**config.mk**
```make
export PLATFORM = sky130hd
export DESIGN_NAME = fp16_mul_arb
export DESIGN_NICKNAME = d
export VERILOG_FILES = /design/src/rtl/fp16_mul_arb_pkg.sv /design/src/rtl/fp16_mul_arb_mul.sv /design/src/rtl/fp16_mul_arb.sv
export SDC_FILE = /design/constraint.sdc
export NUM_CORES = 1
export LEC_CHECK = 0
export CAP_MARGIN = 20
export CORE_AREA = 2 2 141 143
export CTS_CLUSTER_SIZE = 25
export DETAILED_ROUTE_END_ITERATION = 10
export DIE_AREA = 0 0 143 145
export PLACE_DENSITY = 0.91
export SETUP_SLACK_MARGIN = 0.5
export SYNTH_ARGS = -nofsm -noshare
export SYNTH_HDL_FRONTEND = slang
export SYNTH_SLANG_ARGS = --single-unit
```
**constraint.sdc**
```tcl
create_clock -name clk -period 14.9 [get_ports clk]
set_input_delay 2.235 -clock clk [delete_from_list [all_inputs] [get_ports clk]]
set_output_delay 2.235 -clock clk [all_outputs]
set_load 0.01 [all_outputs]
```
**src/rtl/fp16_mul_arb_pkg.sv**
```systemverilog
// Shared FP16 field layout, special constants and classification helpers
// for the arbitrated FP16 multiplier.
package fp16_mul_arb_pkg;

    localparam int FP_W    = 16;
    localparam int EXP_W   = 5;
    localparam int MAN_W   = 10;
    localparam int MUL_LAT = 2;

    localparam logic [FP_W-1:0]  QNAN     = 16'h7C01;
    localparam logic [EXP_W-1:0] EXP_MAX  = 5'h1F;
    localparam logic signed [7:0] EXP_BIAS = 8'sd15;

    typedef struct packed {
        logic             sign;
        logic [EXP_W-1:0] exp;
        logic [MAN_W-1:0] man;
    } fp16_t;

    function automatic logic is_nan(input fp16_t x);
        return (x.exp == EXP_MAX) && (x.man != 10'h000);
    endfunction

    function automatic logic is_inf(input fp16_t x);
        return (x.exp == EXP_MAX) && (x.man == 10'h000);
    endfunction

    // Subnormal operands are flushed, so any zero exponent reads as zero.
    function automatic logic is_zero(input fp16_t x);
        return (x.exp == 5'h00);
    endfunction

endpackage

```
**src/rtl/fp16_mul_arb_mul.sv**
```systemverilog
// Two-stage FP16 multiplier: decode/multiply, then normalise and
// round-to-nearest-even. Subnormals flush to signed zero.
import fp16_mul_arb_pkg::*;

module fp16_mul (
    input  logic            clk,
    input  logic            rst_n,
    input  logic [FP_W-1:0] a,
    input  logic [FP_W-1:0] b,
    output logic [FP_W-1:0] y
);

    fp16_t              fa_s, fb_s;
    logic               sign_d, sign_q;
    logic               spec_d, spec_q;
    logic [FP_W-1:0]    spec_val_d, spec_val_q;
    logic signed [7:0]  exp_d, exp_q;
    logic [21:0]        prod_d, prod_q;
    logic signed [7:0]  exp_n_s;
    logic [MAN_W-1:0]   man_t_s;
    logic               guard_s, sticky_s;
    logic [MAN_W:0]     man_r_s;
    logic [FP_W-1:0]    y_d, y_q;

    // Stage 1: classify operands and form the full significand product.
    always_comb begin
        fa_s       = fp16_t'(a);
        fb_s       = fp16_t'(b);
        sign_d     = fa_s.sign ^ fb_s.sign;
        spec_d     = 1'b1;
        spec_val_d = QNAN;
        prod_d     = 22'({1'b1, fa_s.man}) * 22'({1'b1, fb_s.man});
        exp_d      = $signed({3'b000, fa_s.exp}) + $signed({3'b000, fb_s.exp}) - EXP_BIAS;
        if (is_nan(fa_s) || is_nan(fb_s) ||
            (is_inf(fa_s) && is_zero(fb_s)) || (is_inf(fb_s) && is_zero(fa_s))) begin
            spec_val_d = QNAN;
        end else if (is_inf(fa_s) || is_inf(fb_s)) begin
            spec_val_d = {sign_d, EXP_MAX, 10'h000};
        end else if (is_zero(fa_s) || is_zero(fb_s)) begin
            spec_val_d = {sign_d, 15'h0000};
        end else begin
            spec_d = 1'b0;
        end
    end

    // Stage 2: normalise, round to nearest even, then saturate or flush.
    always_comb begin
        if (prod_q[21]) begin
            man_t_s  = prod_q[20:11];
            guard_s  = prod_q[10];
            sticky_s = |prod_q[9:0];
            exp_n_s  = exp_q + 8'sd1;
        end else begin
            man_t_s  = prod_q[19:10];
            guard_s  = prod_q[9];
            sticky_s = |prod_q[8:0];
            exp_n_s  = exp_q;
        end
        man_r_s = {1'b0, man_t_s} + {10'h000, guard_s & (sticky_s | man_t_s[0])};
        if (man_r_s[MAN_W]) begin
            exp_n_s = exp_n_s + 8'sd1;
        end else begin
            exp_n_s = exp_n_s;
        end
        if (spec_q) begin
            y_d = spec_val_q;
        end else if (exp_n_s > 8'sd30) begin
            y_d = {sign_q, EXP_MAX, 10'h000};
        end else if (exp_n_s < 8'sd1) begin
            y_d = {sign_q, 15'h0000};
        end else begin
            y_d = {sign_q, exp_n_s[EXP_W-1:0], man_r_s[MAN_W-1:0]};
        end
    end

    // Pipeline registers with synchronous active-low clear.
    always_ff @(posedge clk) begin
        if (!rst_n) begin
            sign_q     <= 1'b0;
            spec_q     <= 1'b0;
            spec_val_q <= 16'h0000;
            exp_q      <= 8'sd0;
            prod_q     <= 22'h000000;
            y_q        <= 16'h0000;
        end else begin
            sign_q     <= sign_d;
            spec_q     <= spec_d;
            spec_val_q <= spec_val_d;
            exp_q      <= exp_d;
            prod_q     <= prod_d;
            y_q        <= y_d;
        end
    end

    assign y = y_q;

endmodule

```
**src/rtl/fp16_mul_arb.sv**
```systemverilog
// Round-robin arbiter sharing one pipelined FP16 multiplier among
// NUM_REQ requesters; results return tagged to the owner 3 cycles after accept.
import fp16_mul_arb_pkg::*;

module fp16_mul_arb #(
    parameter int NUM_REQ = 4,
    parameter int CNT_W   = 16
) (
    input  logic                    clk,
    input  logic                    rst,
    input  logic                    en,
    input  logic [NUM_REQ-1:0]      req_valid,
    output logic [NUM_REQ-1:0]      req_ready,
    input  logic [NUM_REQ*FP_W-1:0] req_a,
    input  logic [NUM_REQ*FP_W-1:0] req_b,
    output logic [NUM_REQ-1:0]      rsp_valid,
    output logic [FP_W-1:0]         rsp_data,
    output logic                    busy,
    output logic [CNT_W-1:0]        issue_cnt
);

    localparam int IDX_W = (NUM_REQ > 1) ? $clog2(NUM_REQ) : 1;

    logic [NUM_REQ-1:0] gnt_s;
    logic [IDX_W-1:0]   gnt_idx_s;
    logic               found_s, acc_s;
    logic [IDX_W-1:0]   ptr_d, ptr_q;
    logic               iss_v_d, iss_v_q;
    logic [IDX_W-1:0]   iss_idx_d, iss_idx_q;
    logic [FP_W-1:0]    iss_a_d, iss_a_q, iss_b_d, iss_b_q;
    logic [MUL_LAT-1:0] tag_v_d, tag_v_q;
    logic [IDX_W-1:0]   tag_idx_d [MUL_LAT];
    logic [IDX_W-1:0]   tag_idx_q [MUL_LAT];
    logic [CNT_W-1:0]   cnt_d, cnt_q;

    // Grant the first valid requester at or above the pointer, wrapping around.
    always_comb begin
        gnt_s     = '0;
        gnt_idx_s = '0;
        found_s   = 1'b0;
        for (int k = 0; k < NUM_REQ; k++) begin
            if (!found_s && en && !rst && req_valid[(int'(ptr_q) + k) % NUM_REQ]) begin
                found_s = 1'b1;
                gnt_s[(int'(ptr_q) + k) % NUM_REQ] = 1'b1;
                gnt_idx_s = IDX_W'((int'(ptr_q) + k) % NUM_REQ);
            end else begin
                found_s = found_s;
            end
        end
        acc_s = found_s;
    end

    // Next-state for pointer, issue stage, tag shift register and counter.
    always_comb begin
        ptr_d     = ptr_q;
        iss_v_d   = acc_s;
        iss_idx_d = iss_idx_q;
        iss_a_d   = iss_a_q;
        iss_b_d   = iss_b_q;
        cnt_d     = cnt_q;
        if (acc_s) begin
            ptr_d     = IDX_W'((int'(gnt_idx_s) + 1) % NUM_REQ);
            iss_idx_d = gnt_idx_s;
            iss_a_d   = req_a[int'(gnt_idx_s)*FP_W +: FP_W];
            iss_b_d   = req_b[int'(gnt_idx_s)*FP_W +: FP_W];
            cnt_d     = cnt_q + {{(CNT_W-1){1'b0}}, 1'b1};
        end else begin
            ptr_d = ptr_q;
        end
        tag_v_d      = {tag_v_q[MUL_LAT-2:0], iss_v_q};
        tag_idx_d[0] = iss_idx_q;
        for (int i = 1; i < MUL_LAT; i++) begin
            tag_idx_d[i] = tag_idx_q[i-1];
        end
    end

    // State registers; reset drops every in-flight tag.
    always_ff @(posedge clk or posedge rst) begin
        if (rst) begin
            ptr_q     <= '0;
            iss_v_q   <= 1'b0;
            iss_idx_q <= '0;
            iss_a_q   <= 16'h0000;
            iss_b_q   <= 16'h0000;
            tag_v_q   <= '0;
            cnt_q     <= '0;
            for (int i = 0; i < MUL_LAT; i++) begin
                tag_idx_q[i] <= '0;
            end
        end else begin
            ptr_q     <= ptr_d;
            iss_v_q   <= iss_v_d;
            iss_idx_q <= iss_idx_d;
            iss_a_q   <= iss_a_d;
            iss_b_q   <= iss_b_d;
            tag_v_q   <= tag_v_d;
            cnt_q     <= cnt_d;
            for (int i = 0; i < MUL_LAT; i++) begin
                tag_idx_q[i] <= tag_idx_d[i];
            end
        end
    end

    fp16_mul u_mul (
        .clk   (clk),
        .rst_n (~rst),
        .a     (iss_a_q),
        .b     (iss_b_q),
        .y     (rsp_data)
    );

    // Route the returning result to its owner only when the final tag is live.
    always_comb begin
        rsp_valid = '0;
        if (tag_v_q[MUL_LAT-1]) begin
            rsp_valid[tag_idx_q[MUL_LAT-1]] = 1'b1;
        end else begin
            rsp_valid = '0;
        end
    end

    assign req_ready = gnt_s;
    assign busy      = iss_v_q | (|tag_v_q);
    assign issue_cnt = cnt_q;

endmodule

```
### Word level (Yosys, flattened, before mapping)

Index checks and enable logic that the tools add are counted.

* bits of input ports: 135
* bits in registers: 123
* word-level logic and storage cells: 147
* output and inout port bits: 41

* shift-type cells: 2
* $lt $le $gt $ge: 12
* reductions and logical operators: 45
* add/subtract/negate cells: 10
* mux-type cells: 48
* bitwise logic cells: 10
* multiply operators: 1
* equal/unequal tests: 2

Operators by type and width (number)
* $shiftx A64 B7 Y16: 2
* $mux W16: 3
* $mux W15: 3
* $logic_and A1 B1 Y1: 22
* $mul A11 B11 Y22: 1
* $mux W1: 21
* $logic_not A10 Y1: 2
* $mux W4: 5
* $reduce_bool A10 Y1: 2
* $add A16 B1 Y16 const B: 1
* $add A8 B2 Y8 const B: 2
* $mux W8: 2
* $lt A3 B4 Y1 const B: 3
* $or A4 B4 Y4: 3
* $add A10 B1 Y11: 1
* $demux W1 S2: 5
* $eq A5 B5 Y1 const B: 2
* $logic_not A5 Y1: 2
* $mux W10: 1
* $reduce_or A10 Y1: 1
* $reduce_or A2 Y1: 5
* $ge A3 B1 Y1 const B: 3
* $reduce_or A9 Y1: 1
* $bmux W1 S2: 4
* 16 further kinds: 33

### Longest topological paths before layout

Gate-level depths: netlist of the first run.

* depth in word-level cells: 20
* depth in mapped cells: 20
* gate-level depth less buffers: 19

### By module

From an unflattened synthesis of the first run, not the netlist that was laid out.

* cell total of the unflattened synthesis: 1090
* area, all modules: 10109.7 um2

By module, submodules not included
* fp16_mul: cells an instance 757, times used 1, area an instance 6512.5 um2, seq. area each 1001.0 um2
* fp16_mul_arb: cells an instance 333, times used 1, area an instance 3597.2 um2, seq. area each 1476.4 um2

### Worst setup path after synthesis of the first run

No wires, ideal clock.

* path kind: input -> output
* from: input req_valid[2]
* to: output req_ready[1]
* cell stages on the path: 5
* slack: 9.102 ns
* data arrival time: 3.563 ns
* data required time: 12.665 ns
* cell sequence: mux4_2 or4b_4 inv_1 a222oi_1 nand2_1

* longest elaborated chain between the ends: 19

Ends and longest elaborated chain
* start: declaration: line fp16_mul_arb.sv:12 `input logic [NUM_REQ-1:0] req_valid,`
* $bmux W1 S2: line fp16_mul_arb.sv:42 `if (!found_s && en && !rst && req_valid[(int'(ptr_q) + k) % NUM_REQ]) begin`
* $mux W1 (implied by the code): line fp16_mul_arb.sv:42
* $logic_and A1 B1 Y1: line fp16_mul_arb.sv:42
* $mux W1: line fp16_mul_arb.sv:42
* $logic_not A1 Y1: line fp16_mul_arb.sv:42
* $logic_and A1 B1 Y1 (3 in series): line fp16_mul_arb.sv:42
* $mux W1: line fp16_mul_arb.sv:42
* $logic_not A1 Y1: line fp16_mul_arb.sv:42
* $logic_and A1 B1 Y1 (3 in series): line fp16_mul_arb.sv:42
* $mux W1: line fp16_mul_arb.sv:42
* $logic_not A1 Y1: line fp16_mul_arb.sv:42
* $logic_and A1 B1 Y1 (3 in series): line fp16_mul_arb.sv:42
* $mux W4 (*): line fp16_mul_arb.sv:42
* end: declaration: line fp16_mul_arb.sv:13 `output logic [NUM_REQ-1:0] req_ready,`

Mark *: on every way between the ends. The rest lies on a longest branch, timed or not. The select of a mux whose other input is x is not followed.

### Worst setup path in the final report of the first run

* from: input req_valid[2]
* to: output req_ready[2]

Same word-level chain as after synthesis.

==> summary.txt, run 1 <==
Outcome
  • Status: complete, no violations

GRT
  • Total GRT Usage: about a quarter
  • Vias in the first global route: around 9000
  • Largest net degree at the start of global routing: 70
  • Initial antenna violation count: 3
  • First-pass GRT wire length: between 40 and 50 mm
  • Remaining global-route overflow: 0

STA
  • Worst Max-Slew Pin Slew: 0.892 ns
  • Final Max Slew Viols: 0
  • Fin crit period: 6.94 ns
  • Maximum clock rate: ~0.14 GHz
  • Setup violators final: 0
  • Tcrit/Tclk final: between 40% and 50%
  • Max_slew headroom: between 40% and 50%
  • Final TNS setup: 0 ns
  • RSZ-0062 raised after global routing: no
  • Fin. Hold Viols: 0
  • Layout Skew: 0.0103 ns

Synthesis
  • Ys flop type: dfrtp_1
  • Mux share of post-synthesis cell area: between 10% and 20%
  • Share of Yosys cell area claimed by the top area cell type: about 16%
  • Synthesized cell area: ~10000 sq um
  • Instance count of the mapped netlist: 1146
  • Post-Syn Nets: roughly 1400
  • Largest cells by area after synthesis: fa_1, dfrtp_1, dfxtp_1
  • Synth Area in Adders: between 20% and 30%
  • Cell variety after synth: 66
  • Largest family of logic cells by synthesized area: adder cells
  • Post-synthesis xor/xnor area fraction: between 4 and 5%
  • Commonest cells in the netlist: inv_1, nand2_1, fa_1
  • Cell taking the most area after synthesis: fa_1
  • Mean Syn Cell Area: 9.12 sq um
  • Post-synthesis simple-gate area fraction: 17.2%
  • Warnings, synthesis: 0
  • Register bit total from synthesis: 110
  • EDFF count, synth: 0
  • Ys async rst share: between 50 and 60%
  • Synth Area in Compound Gates: about a tenth
  • Register area share after synthesis: approximately a quarter

Critical path
  • Reg2Reg Launch Point: iss_a_q[1]
  • CP most frequent cell: clkdlybuf4s50_1
  • Reg-to-reg critical path endpoint: u_mul.prod_q[20]
  • Critical Path Start Type: input port
  • Slowest-stage cell, CP: or4b_4
  • R2R Setup Slk: between 8 and 9 ns
  • CP Capture Type: output pin
  • Crit-path cells: clkdlybuf4s50_1 > mux4_2 > or4b_4 > inv_1 > a222oi_1 > nand2_1 > clkdlybuf4s50_1
  • Crit path max fanout: 7
  • Crit path DAT: around 4.7 ns
  • WS Path Type: in -> out
  • Critical path's largest stage delay: approximately 0.58 ns
  • Critical Path RT: 12.66 ns
  • Worst R2R Path Depth: 17

Detailed routing
  • Wire length per cell after detailed routing: around 16 um
  • Via count: 8793
  • Routed WL: roughly 25 mm
  • 1st-iter DRT viols: around 680
  • Vias/cell: 5.65
  • Post-route ant nets: 0
  • DRC viols: 0
  • Drt pass-1 iters: 5

Job
  • # Max-Cap Violations: 0

CTS
  • Num CTS Buffers: 9
  • Post-cts sizing count: 0
  • Hold buffer count at CTS: 0
  • Worst-path clk slew: roughly 0.07 ns
  • Setup Fix Bufs, Post-CTS: 0
  • Clk_lat worst skew: 0.37 ns
  • Clk root buf: clkbuf_16
  • CTS max path bufs: 2
  • TritonCTS clock tree: done
  • Clock Sink Count: 110
  • H-tree lvl count: 3

Layout
  • Layout Nets: roughly 1600
  • Register Area: approximately 2500 sq um
  • Layout area overhead: 21.0%
  • Area occupied by multi-input gates: roughly 7200 sq um
  • Share of cells above drive strength 1: 5.98%
  • Number of fill cells: about 1400

Floorplanning
  • Std-Cell Rows: 51
  • I/O Pins: around 180
  • Die H: roughly 150 um
  • Full die area: 20700 sq um
  • Starting density of the core: between 50% and 60%
  • Core area: between 15000 and 20000 sq um
  • Die W: approximately 140 um

Worst hold path
  • Hold path depth: 0
  • Min-delay src: tag_idx_d[0]
  • Hold Path End: tag_idx_q[0]
  • Worst hold path type: reg -> reg

Placed design
  • Port bufs: 175
  • HPWL after detailed placement: 19.9 mm
  • GPL Wtd Cong: a little over 0.9
[metrics by stage]
step	util (%)	hold WS (ns)	instance area, sq um	instances	setup WS, ns
floorplan	-	0.331	10400	1146	9.10
global placement	64.2	0.336	12300	1536	8.01
detailed placement	64.2	0.338	12300	1536	7.96
CTS	65.8	0.354	12600	1552	7.97
global route	65.8	0.383	12600	1555	7.87
finish	65.8	0.353	12600	1555	7.96
[worst max-delay path: cells and delay by family]
family | cells | cell delay (ns)
compound gates | 1 | 0.10
buf+inv | 3 | 1.17
mux | 1 | 0.53
simple gates | 2 | 0.67
[how the worst max path moves through the flow]
| stage | startpoint | end | slack [ns] | cells past startpoint |
|---|---|---|---|---|
| after floorplan | req_valid[2] | req_ready[1] | 9.10 | 5 |
| after global placement | req_valid[2] | req_ready[2] | 8.01 | 7 |
| after detailed placement | req_valid[2] | req_ready[2] | 7.96 | 7 |
| after CTS | req_valid[2] | req_ready[2] | 7.97 | 7 |
| after global routing | req_valid[2] | req_ready[2] | 7.87 | 7 |
| final | req_valid[2] | req_ready[2] | 7.96 | 7 |
[registers in the layout (all words and copies together), names as in the netlist]
register and flops:
u_mul.prod_q 22, iss_a_q 16, iss_b_q 16, issue_cnt 16, u_mul.y 16, u_mul.exp_q 8
u_mul.spec_val_q 3, iss_idx_q 2, ptr_q 2, tag_idx_d 2, tag_idx_q 2, tag_v_q 2
iss_v_q 1, u_mul.sign_q 1, u_mul.spec_q 1
[cell usage in the layout, fill, tap and decap left out, types with 22 or more instances in the layout]
cell type | netlist | routed
o21ai_0 | 28 | 28
nand2_1 | 137 | 137
mux2_4 | 28 | 28
fa_1 | 81 | 81
inv_1 | 137 | 136
dfrtp_1 | 59 | 59
clkdlybuf4s50_1 | 0 | 175
o21ai_1 | 28 | 28
nor3_1 | 22 | 22
and2_1 | 48 | 48
mux2i_1 | 75 | 75
ha_1 | 73 | 73
nand3_1 | 29 | 29
nor2_1 | 50 | 50
dfxtp_1 | 51 | 51
xnor2_1 | 39 | 39
[area by class of cell]
type,count,share of cell area [%]
clock inverter,6,0.416
tap,265,2.62
clock buffer,10,1.89
antenna,3,0.0594
timing repair buffer,181,14.2
sequential,110,19.8
inverter,138,4.10
multi-input combinational,842,56.9
[cell families (layout without fill, tap and decap cells)]
| logic type | count (synthesis) | in the layout |
|---|---|---|
| AOI/OAI and AO/OA | 151 | 151 |
| and+or+nand+nor | 364 | 364 |
| adders and majority gates | 154 | 154 |
| muxes | 116 | 116 |
| DFF | 110 | 110 |
| xor gates and xnor gates | 57 | 57 |
| other | 0 | 3 |
| buffers and inverters | 194 | 335 |
[layer usage]
metal,vias up,GRT usage (%),part of all wire [%]
met5,-,0,0
met4,0,12.9,3.9
met3,95,5.81,7.6
met2,393,43.2,50
met1,4175,30.3,39
li1,4130,-,-
Power of run 1 is not shown: default switching activity piles up to over one toggle a cycle in this logic, so the estimate is an artifact.
==> run 2, diff against run 1 <==
==> constraint.sdc (replaced) <==
create_clock -name clk -period 6.85 [get_ports clk]
set_input_delay 1.0275 -clock clk [delete_from_list [all_inputs] [get_ports clk]]
set_output_delay 1.0275 -clock clk [all_outputs]
set_load 0.01 [all_outputs]
==> run 2 against run 1 <==
Effect of this change: clock skew shrank 0.0016 ns; register-to-register slack lost 7.8 ns; non-clock buffer count is the same; first-iteration DRC count shrank 5.9%; die area is the same; sequential cell count is the same; core utilization shrank 0.091 points; setup slack lost 6.9 ns; critical path depth grew 12; critical endpoint is now u_mul.prod_q[19]; highest routed layer unchanged.
==> summary.txt, run 2 (synthesized netlist as in run 1, its figures left out) <==
Layout
  • Top reg by flops: u_mul.prod_q
  • Layout Nets: 1571
  • Most frequent cells in the layout: clkdlybuf4s50_1, nand2_1, inv_1
  • Max reg flops: 22
  • Share of cells above drive strength 1: just under 6%
  • Commonest non-fill, non-tap cell in the layout: clkdlybuf4s50_1
  • Layout area overhead: 20.8%

GRT
  • Met3 Use GR: under 10%
  • Met2 GRT Util: 41.6%
  • Total GRT Usage: roughly 24%
  • Largest net degree at the start of global routing: 72
  • Remaining global-route overflow: 0
  • Met1 Use GR: 31.9%
  • Most Crowded Layer GR: met2
  • First-pass GRT wire length: between 40 and 50 mm
  • Vias in the first global route: ~8400
  • Initial antenna violation count: 3

CTS
  • Clk_lat worst skew: 0.36 ns
  • Hold buffer count at CTS: 0
  • Num CTS Buffers: 9
  • Clk root buf: clkbuf_16
  • H-tree lvl count: 3
  • TritonCTS clock tree: done
  • CTS max path bufs: 2
  • Worst-path clk slew: 0.08 ns
  • Post-cts sizing count: 0
  • Clock Sink Count: 110
  • Setup Fix Bufs, Post-CTS: 0

Outcome
  • Status: complete, no violations

STA
  • Final TNS setup: 0 ns
  • Final Max Slew Viols: 0
  • Fin crit period: ~5.8 ns
  • RSZ-0062 raised after global routing: no
  • Slack of the critical path: 1.10 ns
  • WHS: about 0.36 ns
  • Layout Skew: slightly below 0.009 ns
  • Setup violators final: 0
  • Maximum clock rate: 0.174 GHz
  • Fin. Hold Viols: 0
  • Max_slew headroom: roughly two fifths
  • Tcrit/Tclk final: about 84%
  • Worst Max-Slew Pin Slew: between 0.8 and 0.9 ns

Floorplanning
  • I/O Pins: 176
  • Std-Cell Rows: 51
  • Starting density of the core: approximately 54%
  • Core area: about 19000 sq um
  • Die W: 143 um
  • Die H: 145 um
  • Full die area: slightly above 20000 sq um

Critical path
  • Critical path's largest stage delay: 0.62 ns
  • Critical Path RT: between 7 and 8 ns
  • Setup crit start: iss_b_q[4]
  • R2R Setup Slk: about 1.1 ns
  • Worst R2R Path Depth: 19
  • Critical Path Start Type: flip-flop
  • Delay-heaviest family, CP: adder cells
  • Reg2Reg Launch Point: iss_b_q[4]
  • Stages on the worst setup path: 19
  • Worst Setup EP: u_mul.prod_q[19]
  • Slowest-stage cell, CP: dfrtp_1
  • Crit path max fanout: 13
  • Reg-to-reg critical path endpoint: u_mul.prod_q[19]
  • Buf+Inv Stages, Crit Path: 5
  • CP Capture Type: flip-flop
  • Crit path DAT: 6.01 ns
  • WS Path Type: reg -> reg
  • Crit-path cells: nand2_1 > fa_1 > inv_1 > fa_1 > inv_1 > fa_1 > inv_1 > fa_1 > inv_1 > fa_1 > inv_1 > ha_1 > and4_1 > a21oi_1 > a21boi_0 > a31o_2 > a21oi_1 > o41ai_1 > mux2_2

Detailed routing
  • 1st-iter DRT viols: around 640
  • Vias/cell: around 5.5
  • Wire length per cell after detailed routing: roughly 16 um
  • Routed WL: between 20 and 25 mm
  • Drt pass-1 iters: 8
  • Post-route ant nets: 0
  • Via count: ~8600
  • DRC viols: 0

Worst hold path
  • Hold path depth: 0
  • Worst hold path type: reg -> reg

Job
  • # Max-Cap Violations: 0

Placed design
  • Port bufs: 175
  • Worst slack at placement: ~1.2 ns
  • GPL Wtd Cong: between 0.9 and 1
  • HPWL after detailed placement: approximately 19 mm
[run 2: worst min path at each step]
stage	end	slack (ns)	startpoint
after floorplan	tag_idx_q[0]	0.33	tag_idx_d[0]
after global placement	tag_idx_q[0]	0.34	tag_idx_d[0]
after detailed placement	tag_idx_q[1]	0.34	tag_idx_d[1]
after CTS	tag_idx_q[1]	0.36	tag_idx_d[1]
after global routing	tag_idx_q[1]	0.37	tag_idx_d[1]
final	tag_idx_q[1]	0.36	tag_idx_d[1]
[run 2: cell type report]
cell class / count / area (sq um)
repair buffers: 181 / 1800
fillers: 1484 / 6590
clock inverters: 5 / 41.3
clock buffers: 11 / 233
diodes: 3 / 7.51
flip-flops and latches: 110 / 2500
inverters: 138 / 518
multi-input cells: 842 / 7190
well taps: 265 / 332
[run 2: worst register-to-register path, stage by stage (launching register included)]
cell	delay, ns
dfrtp_1	0.62
nand2_1	0.15
fa_1	0.56
inv_1	0.05
fa_1	0.50
inv_1	0.06
fa_1	0.49
inv_1	0.06
fa_1	0.52
inv_1	0.05
fa_1	0.52
inv_1	0.04
ha_1	0.35
and4_1	0.21
a21oi_1	0.14
a21boi_0	0.33
a31o_2	0.23
a21oi_1	0.08
o41ai_1	0.30
mux2_2	0.38
[run 2: metal layers]
metal	vias to the layer above	routed length [um]
met1	4071	10500
met4	0	593
li1	4128	-
met2	321	12100
met3	40	1340
met5	-	0
[run 2: per-stage QoR]
step                      std cells  utilization, %  cell area, sq um
after floorplan                1146               -             10400
after global placement         1536            64.2             12300
after detailed placement       1536            64.2             12300
after CTS                      1552            65.7             12600
after global routing           1555            65.7             12600
final                          1555            65.7             12600
Power of run 2 is left out for the same reason.
